**src/rtl/lhn_io_responder_if.sv**
```systemverilog
// Core-side I/O bus for lhn_io_responder: one-cycle rd/wr strobes answered by a one-cycle ack.
interface lhn_io_responder_if;
    logic [3:0]  io_addr;
    logic        io_rd;
    logic        io_wr;
    logic [13:0] io_wdata;
    logic [13:0] io_rdata;
    logic        io_ack;

    modport master (
        output io_addr, io_rd, io_wr, io_wdata,
        input  io_rdata, io_ack
    );

    modport slave (
        input  io_addr, io_rd, io_wr, io_wdata,
        output io_rdata, io_ack
    );
endinterface

```
**src/rtl/lhn_io_responder.sv**
```systemverilog
// Port-mapped I/O responder: switch/button debounce, event flags, LED register.
// Define LHN_IO_TIMER_EN to add the 14-bit free-running tick timer on port 3.
module lhn_io_responder #(
    parameter int DB_CYCLES = 4,
    parameter int DB_W      = 16
) (
    input  logic               Clock_pin,
    input  logic               Resetn_pin,
    lhn_io_responder_if.slave  bus,
    input  logic [4:0]         SW_pin,
    output logic [7:0]         Display_pin
);
    typedef enum logic {DB_IDLE, DB_COUNT} db_state_e;

    localparam logic [DB_W-1:0] CNT_LAST = DB_W'(DB_CYCLES - 1);

    logic [4:0]      sync1_q, sync2_q;
    db_state_e       state_q, state_d;
    logic [DB_W-1:0] cnt_q, cnt_d;
    logic [4:0]      sample_q, sample_d;
    logic [4:0]      stable_q, stable_d;
    logic            btn_evt_q, btn_evt_d;
    logic            sw_evt_q, sw_evt_d;
    logic [7:0]      disp_q, disp_d;
    logic            ack_q;
    logic [13:0]     rdata_q, rdata_d;
    logic            rd_access, wr_access, flag_clr;
`ifdef LHN_IO_TIMER_EN
    logic [13:0]     timer_q, timer_d;
`else
    logic            unused_wdata_hi;
    assign unused_wdata_hi = &{1'b0, bus.io_wdata[13:8]};
`endif

    // A simultaneous rd+wr is a write: no read data and no flag clear.
    assign wr_access = bus.io_wr;
    assign rd_access = bus.io_rd & ~bus.io_wr;
    assign flag_clr  = rd_access && (bus.io_addr == 4'd1);

    // NOTE: every signal driven here gets a default first, so no path leaves it unassigned and no latch is inferred.
    always_comb begin
        state_d  = state_q;
        cnt_d    = cnt_q;
        sample_d = sample_q;
        stable_d = stable_q;
        case (state_q)
            DB_IDLE: begin
                if (sync2_q != stable_q) begin
                    state_d  = DB_COUNT;
                    cnt_d    = '0;
                    sample_d = sync2_q;
                end
            end
            DB_COUNT: begin
                if (sync2_q != sample_q) begin
                    sample_d = sync2_q;
                    cnt_d    = '0;
                end else if (sync2_q == stable_q) begin
                    state_d = DB_IDLE;
                end else if (cnt_q == CNT_LAST) begin
                    stable_d = sample_q;
                    state_d  = DB_IDLE;
                end else begin
                    cnt_d = cnt_q + 1'b1;
                end
            end
            default: state_d = DB_IDLE;
        endcase
    end

    // A new event at the same edge as a clearing read wins.
    always_comb begin
        btn_evt_d = (~stable_q[4] & stable_d[4]) | (btn_evt_q & ~flag_clr);
        sw_evt_d  = (stable_q[3:0] != stable_d[3:0]) | (sw_evt_q & ~flag_clr);
        disp_d    = (wr_access && bus.io_addr == 4'd2) ? bus.io_wdata[7:0] : disp_q;
`ifdef LHN_IO_TIMER_EN
        timer_d   = (wr_access && bus.io_addr == 4'd3) ? bus.io_wdata : timer_q + 1'b1;
`endif
        rdata_d   = '0;
        if (rd_access) begin
            case (bus.io_addr)
                4'd0:    rdata_d = {9'd0, stable_q};
                4'd1:    rdata_d = {12'd0, sw_evt_q, btn_evt_q};
                4'd2:    rdata_d = {6'd0, disp_q};
`ifdef LHN_IO_TIMER_EN
                4'd3:    rdata_d = timer_q;
`endif
                default: rdata_d = '0;
            endcase
        end
    end

    // NOTE: state registers use non-blocking assignments so every flop samples pre-edge values.
    always_ff @(posedge Clock_pin or negedge Resetn_pin) begin
        if (!Resetn_pin) begin
            sync1_q   <= '0;
            sync2_q   <= '0;
            state_q   <= DB_IDLE;
            cnt_q     <= '0;
            sample_q  <= '0;
            stable_q  <= '0;
            btn_evt_q <= 1'b0;
            sw_evt_q  <= 1'b0;
            disp_q    <= '0;
            ack_q     <= 1'b0;
            rdata_q   <= '0;
`ifdef LHN_IO_TIMER_EN
            timer_q   <= '0;
`endif
        end else begin
            sync1_q   <= SW_pin;
            sync2_q   <= sync1_q;
            state_q   <= state_d;
            cnt_q     <= cnt_d;
            sample_q  <= sample_d;
            stable_q  <= stable_d;
            btn_evt_q <= btn_evt_d;
            sw_evt_q  <= sw_evt_d;
            disp_q    <= disp_d;
            ack_q     <= bus.io_rd | bus.io_wr;
            rdata_q   <= rdata_d;
`ifdef LHN_IO_TIMER_EN
            timer_q   <= timer_d;
`endif
        end
    end

    assign bus.io_ack   = ack_q;
    assign bus.io_rdata = rdata_q;
    assign Display_pin  = disp_q;
endmodule

```
**src/flat_wrapper.sv**
```systemverilog
// flat-port wrapper written by rule: the top's interface ports become plain ports
module lhn_io_responder_flat 
#(
    parameter int DB_CYCLES = 4,
    parameter int DB_W      = 16
)
  (Clock_pin, Resetn_pin, SW_pin, Display_pin, bus_io_addr, bus_io_rd, bus_io_wr, bus_io_wdata, bus_io_rdata, bus_io_ack);
  lhn_io_responder_if bus_i ();
  input  logic Clock_pin;
  input  logic Resetn_pin;
  input  logic [4:0] SW_pin;
  output logic [7:0] Display_pin;
  input wire logic [$bits(bus_i.io_addr)-1:0] bus_io_addr;
  input wire logic [$bits(bus_i.io_rd)-1:0] bus_io_rd;
  input wire logic [$bits(bus_i.io_wr)-1:0] bus_io_wr;
  input wire logic [$bits(bus_i.io_wdata)-1:0] bus_io_wdata;
  output wire logic [$bits(bus_i.io_rdata)-1:0] bus_io_rdata;
  output wire logic [$bits(bus_i.io_ack)-1:0] bus_io_ack;
  assign bus_i.io_addr = bus_io_addr;
  assign bus_i.io_rd = bus_io_rd;
  assign bus_i.io_wr = bus_io_wr;
  assign bus_i.io_wdata = bus_io_wdata;
  assign bus_io_rdata = bus_i.io_rdata;
  assign bus_io_ack = bus_i.io_ack;
  lhn_io_responder #(.DB_CYCLES(DB_CYCLES), .DB_W(DB_W)) u_core (.Clock_pin(Clock_pin), .Resetn_pin(Resetn_pin), .bus(bus_i), .SW_pin(SW_pin), .Display_pin(Display_pin));
endmodule
```
**config.mk**
```make
export PLATFORM = sky130hd
export DESIGN_NAME = lhn_io_responder_flat
export DESIGN_NICKNAME = d
export VERILOG_FILES = /design/src/rtl/lhn_io_responder_if.sv /design/src/rtl/lhn_io_responder.sv /design/src/flat_wrapper.sv
export SDC_FILE = /design/constraint.sdc
export NUM_CORES = 1
export LEC_CHECK = 0
export ABC_AREA = 1
export CORE_AREA = 2 2 84 86
export DETAILED_ROUTE_END_ITERATION = 10
export DIE_AREA = 0 0 86 88
export PLACE_DENSITY_LB_ADDON = 0.08
export SYNTH_ARGS = -nofsm -noshare
export SYNTH_HDL_FRONTEND = slang
export SYNTH_SLANG_ARGS = --single-unit
```
**constraint.sdc**
```tcl
create_clock -name Clock_pin -period 3.3 [get_ports Clock_pin]
set_input_delay 0.495 -clock Clock_pin [delete_from_list [all_inputs] [get_ports Clock_pin]]
set_output_delay 0.495 -clock Clock_pin [all_outputs]
set_load 0.01 [all_outputs]
```
==> summary.md, run 1 <==
| Metric | Value |
|---|---|
| Status | `finished, final reports clean` |
| Worst R2R Start | `u_core.stable_q[3]` |
| Number of antenna violations at the first check in global routing | `0` |
| Post-CTS Repair Setup Buffers | `0` |
| GR Util All Layers | `17.2%` |
| Post-route clock period utilization | `62.3%` |
| Largest net degree at the start of global routing | `32` |
| Relative contribution of the clock network to total power | `27.8%` |
| Yosys reg bits | `56` |
| TritonCTS sink count | `56` |
| Post-synthesis instance area | `2930 µm²` |
| Antenna-violating nets left | `0` |
| Post-route standard cell area excluding fillers | `3440 µm²` |
| Capture point of the worst reg-to-reg path | `u_core.cnt_q[14]` |
| Worst IR drop on VDD | `174 µV` |
| Data arrival time of the critical path | `2.24 ns` |
| Combinational family with the most area after synthesis | `simple AND/OR/NAND/NOR gates` |
| Count of endpoints failing hold in the final timing report | `0` |
| N_diodes | `0` |
| Cell count after synthesis | `357` |
| Placement Cell Area | `3350 µm²` |
| RSZ-0062 raised after global routing | `no` |
| Power Dens Cells | `394 nW/µm²` |
| Setup TNS Final | `0 ns` |
| H-tree levels | `2` |
| Multi-input gate area | `1280 µm²` |
| Cts repair resizes | `0` |
| Worst-path cell with the longest stage delay | `sky130_fd_sc_hd__dfrtp_1` |
| Fmax | `486 MHz` |
| Via count of the routed design | `2331` |
| Leakage power figure | `1.64 nW` |
| Sequence of cells on the critical path | `inv_1 -> nand2_1 -> a21oi_2 -> nand3_4 -> o21ai_4 -> nand2_4 -> inv_2 -> o21ai_0` |
| GP Congestion | `0.945` |
| Floorplan core area | `6640 µm²` |
| Average wire length per cell after detail routing | `12.5 µm` |
| Number of hold-repair buffers added at the cts stage | `0` |
| Area used by sequential logic in the layout | `1400 µm²` |
| Sequential cell area fraction in the yosys report | `47.8%` |
| Tightest slew margin relative to the limit | `61.1%` |
| Layout cell share with drive strength beyond 1 | `11.5%` |
| Clock-pin slew on the worst setup and hold paths | `0.10 ns` |
| Wire length reported by the detailed router | `5980 µm` |
| Combinational power share | `15.1%` |
| Share of synthesized area spent on multiplexers | `3.07%` |
| Starting Density | `44.1%` |
| Reg2reg path depth | `8` |
| P_int | `0.992 mW` |
| Total congestion overflow | `0` |
| Clock latency on the worst-skew pair | `0.31 ns` |
| Xor and xnor area share after synthesis | `3.29%` |
| Number of placed I/O pins | `50` |
| Number of pins with negative max-slew slack in the final report | `0` |
| Share of Yosys cell area claimed by the top area cell type | `47.8%` |
| Crit end category | `flip-flop` |
| Finish-stage setup viols | `0` |
| Number of core rows | `30` |
| Maximum number of buffers from clock root to sink | `2` |
| Total clock buffers created by CTS | `5` |
| Clock period minus final worst setup slack | `2.06 ns` |
| Die outline area | `7570 µm²` |
| MaxCap Viol Count | `0` |
| R2R setup slack | `1.24 ns` |
| Commonest cells after routing, fill and taps aside | `sky130_fd_sc_hd__nand2_1 (87), sky130_fd_sc_hd__dfrtp_1 (56), sky130_fd_sc_hd__inv_1 (47), sky130_fd_sc_hd__nor2_1 (41), sky130_fd_sc_hd__clkdlybuf4s50_1 (36)` |
| Critical path startpoint | `u_core.stable_q[3]` |
| Count of buffers inserted at the top-level ports | `37` |
| Unique masters post-synth | `31` |
| Fin util | `51.8%` |
| Sequential power share | `57.1%` |
| Worst Skew | `0.0102 ns` |
| Largest area contributor in the synthesized netlist | `sky130_fd_sc_hd__dfrtp_1` |
| Clock root buffer | `sky130_fd_sc_hd__clkbuf_8` |
| Highest net fanout along the worst path | `23` |
| Complex-gate fraction of the synthesized area | `8.02%` |
| CP Launch Type | `flip-flop` |
| Largest stage delay on the critical path | `0.43 ns` |
| Fraction of the mapped netlist area in simple logic gates | `28.0%` |
| Startpoint-to-endpoint class of the critical path | `flip-flop to flip-flop` |
| Height of the die | `88 µm` |
| First-pass GRT wire length | `10200 µm` |
| Switching share of total power | `26.9%` |
| DRT Pass-1 Iters | `4` |
| Net Sw Power | `0.366 mW` |
| Via count of the first global-routing pass | `2137` |
| Initial DRC count | `115` |
| Worst-margin pin slew | `0.583 ns` |
| Die Span X | `86 µm` |
| Post-detailed-route via-to-cell ratio | `4.87` |
| Syn. warnings | `0` |
| Data required time at the worst endpoint | `3.49 ns` |
| Synthesis-to-layout area growth | `17.4%` |
| HPWL after detailed placement | `4550 µm` |
| Most common cell after layout, fill and taps aside | `sky130_fd_sc_hd__nand2_1` |
| Post-route DRC | `0` |
| Class of the most critical hold timing path | `input port to asynchronous set/reset pin` |
| CTS tree | `done` |
| Cells taking the most area after synthesis | `sky130_fd_sc_hd__dfrtp_1 (48%), sky130_fd_sc_hd__nand2_1 (11%), sky130_fd_sc_hd__inv_1 (6.0%), sky130_fd_sc_hd__nor2_1 (5.2%), sky130_fd_sc_hd__nand3_1 (3.6%)` |
| Area share of fa/ha/maj cells after synthesis | `0.427%` |
| Fill cell total of the finished layout | `638` |
| Nets@finish | `426` |
| Syn Area/Cell | `8.21 µm²` |
-- worst max-delay path: cells and delay by family (launching register included) --
kind | cells | cell delay (ns)
AOI/OAI and AO/OA | 3 | 0.65
and+or+nand+nor | 3 | 0.52
buffers and inverters | 2 | 0.32
DFF | 1 | 0.43
-- cell usage after synthesis --
cell / n
sky130_fd_sc_hd__o21ai_2: 9
sky130_fd_sc_hd__nand2_4: 2
sky130_fd_sc_hd__o21ai_1: 1
sky130_fd_sc_hd__nand3_4: 1
sky130_fd_sc_hd__or2_2: 1
sky130_fd_sc_hd__ha_1: 1
sky130_fd_sc_hd__buf_4: 6
sky130_fd_sc_hd__buf_6: 2
sky130_fd_sc_hd__inv_2: 5
sky130_fd_sc_hd__nor3_1: 12
sky130_fd_sc_hd__nor2_2: 1
sky130_fd_sc_hd__o21ai_0: 12
sky130_fd_sc_hd__dfrtp_1: 56
sky130_fd_sc_hd__a21oi_2: 4
sky130_fd_sc_hd__buf_2: 2
sky130_fd_sc_hd__mux2_2: 8
sky130_fd_sc_hd__nand2_1: 87
sky130_fd_sc_hd__o21ai_4: 1
sky130_fd_sc_hd__nor2_4: 1
sky130_fd_sc_hd__nand2_2: 1
sky130_fd_sc_hd__nand3b_1: 2
sky130_fd_sc_hd__nor3_2: 1
sky130_fd_sc_hd__xor2_1: 10
sky130_fd_sc_hd__nand4_1: 11
sky130_fd_sc_hd__nor2_1: 41
sky130_fd_sc_hd__xnor2_1: 1
sky130_fd_sc_hd__inv_1: 47
sky130_fd_sc_hd__a21oi_1: 8
sky130_fd_sc_hd__nand3_2: 1
sky130_fd_sc_hd__conb_1: 1
sky130_fd_sc_hd__nand3_1: 21
-- sequential cells by signal (all words and copies together), names as in the netlist, 5 cells and up --
signal and cells:
u_core.cnt_q 16, u_core.Display_pin 8, u_core.bus.io_rdata 8, u_core.sample_q 5, u_core.stable_q 5, u_core.sync1_q 5, u_core.sync2_q 5
-- routing by layer --
layer | track usage (%) | wire [µm] | vias to the layer above
met5 | 0 | 0 | -
met3 | 3.11 | 251 | 6
met1 | 23.6 | 2950 | 1082
met4 | 5.63 | 57 | 0
met2 | 27.6 | 2730 | 45
li1 | - | - | 1198
-- power groups by stage --
stage | Sequential (mW) | Combinational (mW) | Clock (mW)
5_1_grt | 0.784 | 0.230 | 0.425
3_3_place_gp | 0.789 | 0.206 | 0
3_5_place_dp | 0.788 | 0.210 | 0
6_report | 0.775 | 0.205 | 0.377
4_1_cts | 0.775 | 0.209 | 0.395
2_1_floorplan | 0.792 | 0.0962 | 0
-- final cells by class --
cell class                 count  share of cell area (%)
clock buffer                   6                    2.11
clock inverter                 2                   0.473
inverter                      52                    5.67
multi-input combinational    244                    37.1
sequential                    56                    40.7
tap                           80                    2.91
timing repair buffer          39                    11.1
-- metrics by stage --
step | power (mW) | cells | setup WS [ns] | hold slack (ns)
after floorplan | 0.888 | 362 | 1.72 | 0.199
after global placement | 0.995 | 471 | 1.23 | 0.335
after detailed placement | 0.998 | 471 | 1.22 | 0.335
after CTS | 1.38 | 479 | 1.22 | 0.182
after global routing | 1.44 | 479 | 1.07 | 0.214
final | 1.36 | 479 | 1.24 | 0.164
-- worst max-delay path by stage --
stage                     slack, ns  depth (start not counted)               endpoint
after floorplan                1.72                          5  u_core.Display_pin[0]
after global placement         1.23                          7  u_core.Display_pin[4]
after detailed placement       1.22                          7  u_core.Display_pin[3]
after CTS                      1.22                          8       u_core.cnt_q[14]
after global routing           1.07                          8       u_core.cnt_q[14]
final                          1.24                          8       u_core.cnt_q[14]
-- cell families (layout without fill, tap and decap cells) --
family | after synthesis | after routing
muxes | 8 | 8
DFF | 56 | 56
AOI/OAI and AO/OA | 35 | 35
and+or+nand+nor | 183 | 183
buffers and inverters | 62 | 99
adders and majority gates | 1 | 1
other | 1 | 6
xor gates and xnor gates | 11 | 11
(Power assumes the default switching activity.)
==> run 2: changes to the inputs <==
clock period = 2.1 ns   (was 3.3 ns; I/O delays follow)
==> run 2 against run 1 <==
  * The run now ends with negative hold slack left
  * Non-clock buffer count up 5
  * Clock skew decreased by 0.0018 ns
  * Die area unchanged
  * Setup slack lost 0.93 ns
  * Global-route usage rose by 0.97 points
  * Flip-flop and latch count is the same
  * Highest routed layer unchanged
  * Largest cell class unchanged
  * Cell count rose by 1.0%
  * Total power up 59%
  * Critical endpoint is now u_core.stable_q[0]
  * Sequential share of layout area decreased by 0.80 points
  * Maximum frequency grew 15%
==> summary.md, run 2 (synthesis gave the netlist of run 1 again) <==
| Metric | Value |
|---|---|
| Register name with the most flops | `u_core.cnt_q` |
| Worst IR drop on VDD | `299 µV (+72%)` |
| Count of endpoints failing hold in the final timing report | `23 (+23)` |
| Cts repair resizes | `0 (unchanged)` |
| Clock root buffer | `sky130_fd_sc_hd__clkbuf_8` |
| N_diodes | `0 (unchanged)` |
| Worst-path cell with the longest stage delay | `sky130_fd_sc_hd__dfrtp_1` |
| Area used by sequential logic in the layout | `1400 µm² (unchanged)` |
| DRT Pass-1 Iters | `4 (unchanged)` |
| Height of the die | `88 µm (unchanged)` |
| Number of core rows | `30 (unchanged)` |
| Layout cell share with drive strength beyond 1 | `12.9% (+1.3 points)` |
| Post-route clock period utilization | `85.2% (+23 points)` |
| Placement Cell Area | `3420 µm² (+1.9%)` |
| Leakage power figure | `1.68 nW (+2.1%)` |
| Largest net degree at the start of global routing | `34 (+6.3%)` |
| Clock latency on the worst-skew pair | `0.31 ns (about the same)` |
| Total congestion overflow | `0 (unchanged)` |
| GP Congestion | `0.920 (-2.7%)` |
| MaxCap Viol Count | `0 (unchanged)` |
| Post-CTS Repair Setup Buffers | `0 (unchanged)` |
| Post-route DRC | `0 (unchanged)` |
| Multi-input gate area | `1280 µm² (unchanged)` |
| Cell family with most CP delay | `simple AND/OR/NAND/NOR gates` |
| Tightest slew margin relative to the limit | `61.4% (+0.28 points)` |
| Initial DRC count | `138 (+20%)` |
| Clock-pin slew on the worst setup and hold paths | `0.10 ns (about the same)` |
| TritonCTS sink count | `56 (unchanged)` |
| Overall power consumption | `2.16 mW (+59%)` |
| Finish-stage setup viols | `0 (unchanged)` |
| Total length of routed met2 wires | `2820 µm (+3.6%)` |
| Startpoint-to-endpoint class of the critical path | `flip-flop to flip-flop` |
| Class of the most critical hold timing path | `input port to asynchronous set/reset pin` |
| Fill cell total of the finished layout | `631 (-1.1%)` |
| Number of pins with negative max-slew slack in the final report | `0 (unchanged)` |
| Data required time at the worst endpoint | `2.31 ns (-1.18 ns)` |
| First-pass GRT wire length | `10900 µm (+6.8%)` |
| Status | `finished with violations` |
| Setup TNS Final | `0 ns (unchanged)` |
| WHS | `-0.0146 ns (-0.178 ns)` |
| Via count of the routed design | `2372 (+1.8%)` |
| Total buffers and inverters traversed by the critical path | `1 (-1)` |
| Number of hold-repair buffers added at the cts stage | `0 (unchanged)` |
| Data arrival time of the critical path | `2.00 ns (-0.24 ns)` |
| Crit end category | `flip-flop` |
| Wire length on met1 | `3030 µm (+3.0%)` |
| Worst Skew | `0.00841 ns (-0.00177 ns)` |
| Antenna-violating nets left | `0 (unchanged)` |
| Highest net fanout along the worst path | `9 (-61%)` |
| Total clock buffers created by CTS | `5 (unchanged)` |
| Post-route standard cell area excluding fillers | `3510 µm² (+2.0%)` |
| HPWL after detailed placement | `4700 µm (+3.3%)` |
| Wire length reported by the detailed router | `6130 µm (+2.5%)` |
| CTS tree | `done` |
| Number of antenna violations at the first check in global routing | `0 (unchanged)` |
| Die outline area | `7570 µm² (unchanged)` |
| CP Launch Type | `flip-flop` |
| Via count of the first global-routing pass | `2296 (+7.4%)` |
| Commonest cells after routing, fill and taps aside | `sky130_fd_sc_hd__nand2_1 (87), sky130_fd_sc_hd__dfrtp_1 (56), sky130_fd_sc_hd__inv_1 (47), sky130_fd_sc_hd__nor2_1 (41), sky130_fd_sc_hd__clkdlybuf4s50_1 (36)` |
| Sequence of cells on the critical path | `ha_1 -> nand3_1 -> nor2_1 -> nand2_1 -> nor2_4 -> nand2_4 -> o21ai_0 -> inv_1` |
| Power Dens Cells | `615 nW/µm² (+56%)` |
| Synthesis-to-layout area growth | `19.8%` |
| Top Metal Used | `met4` |
| H-tree levels | `2 (unchanged)` |
| Flip-flop count of the largest register, all copies and words added | `16 (unchanged)` |
| Most common cell after layout, fill and taps aside | `sky130_fd_sc_hd__nand2_1` |
| Clock period minus final worst setup slack | `1.79 ns (-0.267 ns)` |
| Floorplan core area | `6640 µm² (unchanged)` |
| RSZ-0062 raised after global routing | `no` |
| Average wire length per cell after detail routing | `12.7 µm (+1.4%)` |
| Largest stage delay on the critical path | `0.45 ns (+0.02 ns)` |
| Maximum number of buffers from clock root to sink | `2 (unchanged)` |
| Fmax | `559 MHz (+15%)` |
| Post-detailed-route via-to-cell ratio | `4.90 (+0.71%)` |
| Met3 routed WL | `218 µm (-13%)` |
| Die Span X | `86 µm (unchanged)` |
| Worst-margin pin slew | `0.579 ns (-0.00427 ns)` |
| Nets@finish | `431 (+1.2%)` |
| GR Util All Layers | `18.1% (+0.97 points)` |
| Count of buffers inserted at the top-level ports | `37 (unchanged)` |
| Number of placed I/O pins | `50 (unchanged)` |
| Starting Density | `44.1% (unchanged)` |
| Failing checks | `negative hold slack` |
[run 2: cell count changes in the layout (fill, tap and decap cells not counted)]
cell | previous run | this run
sky130_fd_sc_hd__clkbuf_1 | 1 | 0
sky130_fd_sc_hd__clkinv_4 | 1 | 0
sky130_fd_sc_hd__clkinvlp_4 | 1 | 2
sky130_fd_sc_hd__buf_12 | 0 | 2
sky130_fd_sc_hd__buf_4 | 2 | 5
sky130_fd_sc_hd__inv_8 | 0 | 1
[run 2: cell type report]
class                      count  share of cell area, %
inverter                      52                   5.56
clock inverter                 3                  0.748
multi-input combinational    244                   36.4
timing repair buffer          44                   12.6
clock buffer                   5                   1.96
sequential                    56                   39.9
tap                           80                   2.85
[run 2: worst paths after layout]
check / start / to / slack [ns] / cells past startpoint
worst min register to register: u_core.sync1_q[1] / u_core.sync2_q[1] / 0.36 / 0
max in group asynchronous: Resetn_pin / u_core.sync2_q[1] / 1.54 / 2
worst max-delay path: u_core.cnt_q[0] / u_core.stable_q[0] / 0.31 / 8
worst min-delay path: Resetn_pin / u_core.bus.io_rdata[7] / -0.01 / 1
worst max register to register: u_core.cnt_q[0] / u_core.stable_q[0] / 0.31 / 8
min in group Clock_pin: u_core.sync1_q[1] / u_core.sync2_q[1] / 0.36 / 0
[run 2: worst register-to-register path: cells and delay by family, from the launching register on]
| kind | cells | cell delay, ns |
|---|---|---|
| buffers and inverters | 1 | 0.05 |
| adders and majority gates | 1 | 0.29 |
| and+or+nand+nor | 5 | 0.72 |
| DFF | 1 | 0.45 |
| AOI/OAI and AO/OA | 1 | 0.18 |
[run 2: through the flow]
| step | util, % | instances | hold slack, ns | setup WS, ns |
|---|---|---|---|---|
| after floorplan | - | 362 | 0.0194 | 0.594 |
| after global placement | 51.4 | 476 | 0.333 | 0.313 |
| after detailed placement | 51.4 | 476 | 0.336 | 0.278 |
| after CTS | 52.8 | 484 | 0.00222 | 0.339 |
| after global routing | 52.8 | 484 | 0.0231 | 0.144 |
| final | 52.8 | 484 | -0.0146 | 0.310 |
[run 2: where the power goes]
part	total, mW	internal, mW	switching, mW	leakage (nW)
clock network	0.612	0.243	0.369	0.0423
logic	0.330	0.173	0.157	0.914
registers	1.22	1.15	0.0638	0.720
total	2.16	1.57	0.590	1.68
[run 2: per-layer routing]
layer,up-vias,global-route usage (%)
li1,1214,-
met1,1108,26.0
met2,44,28.3
met3,6,3.11
met4,0,5.34
met5,-,0
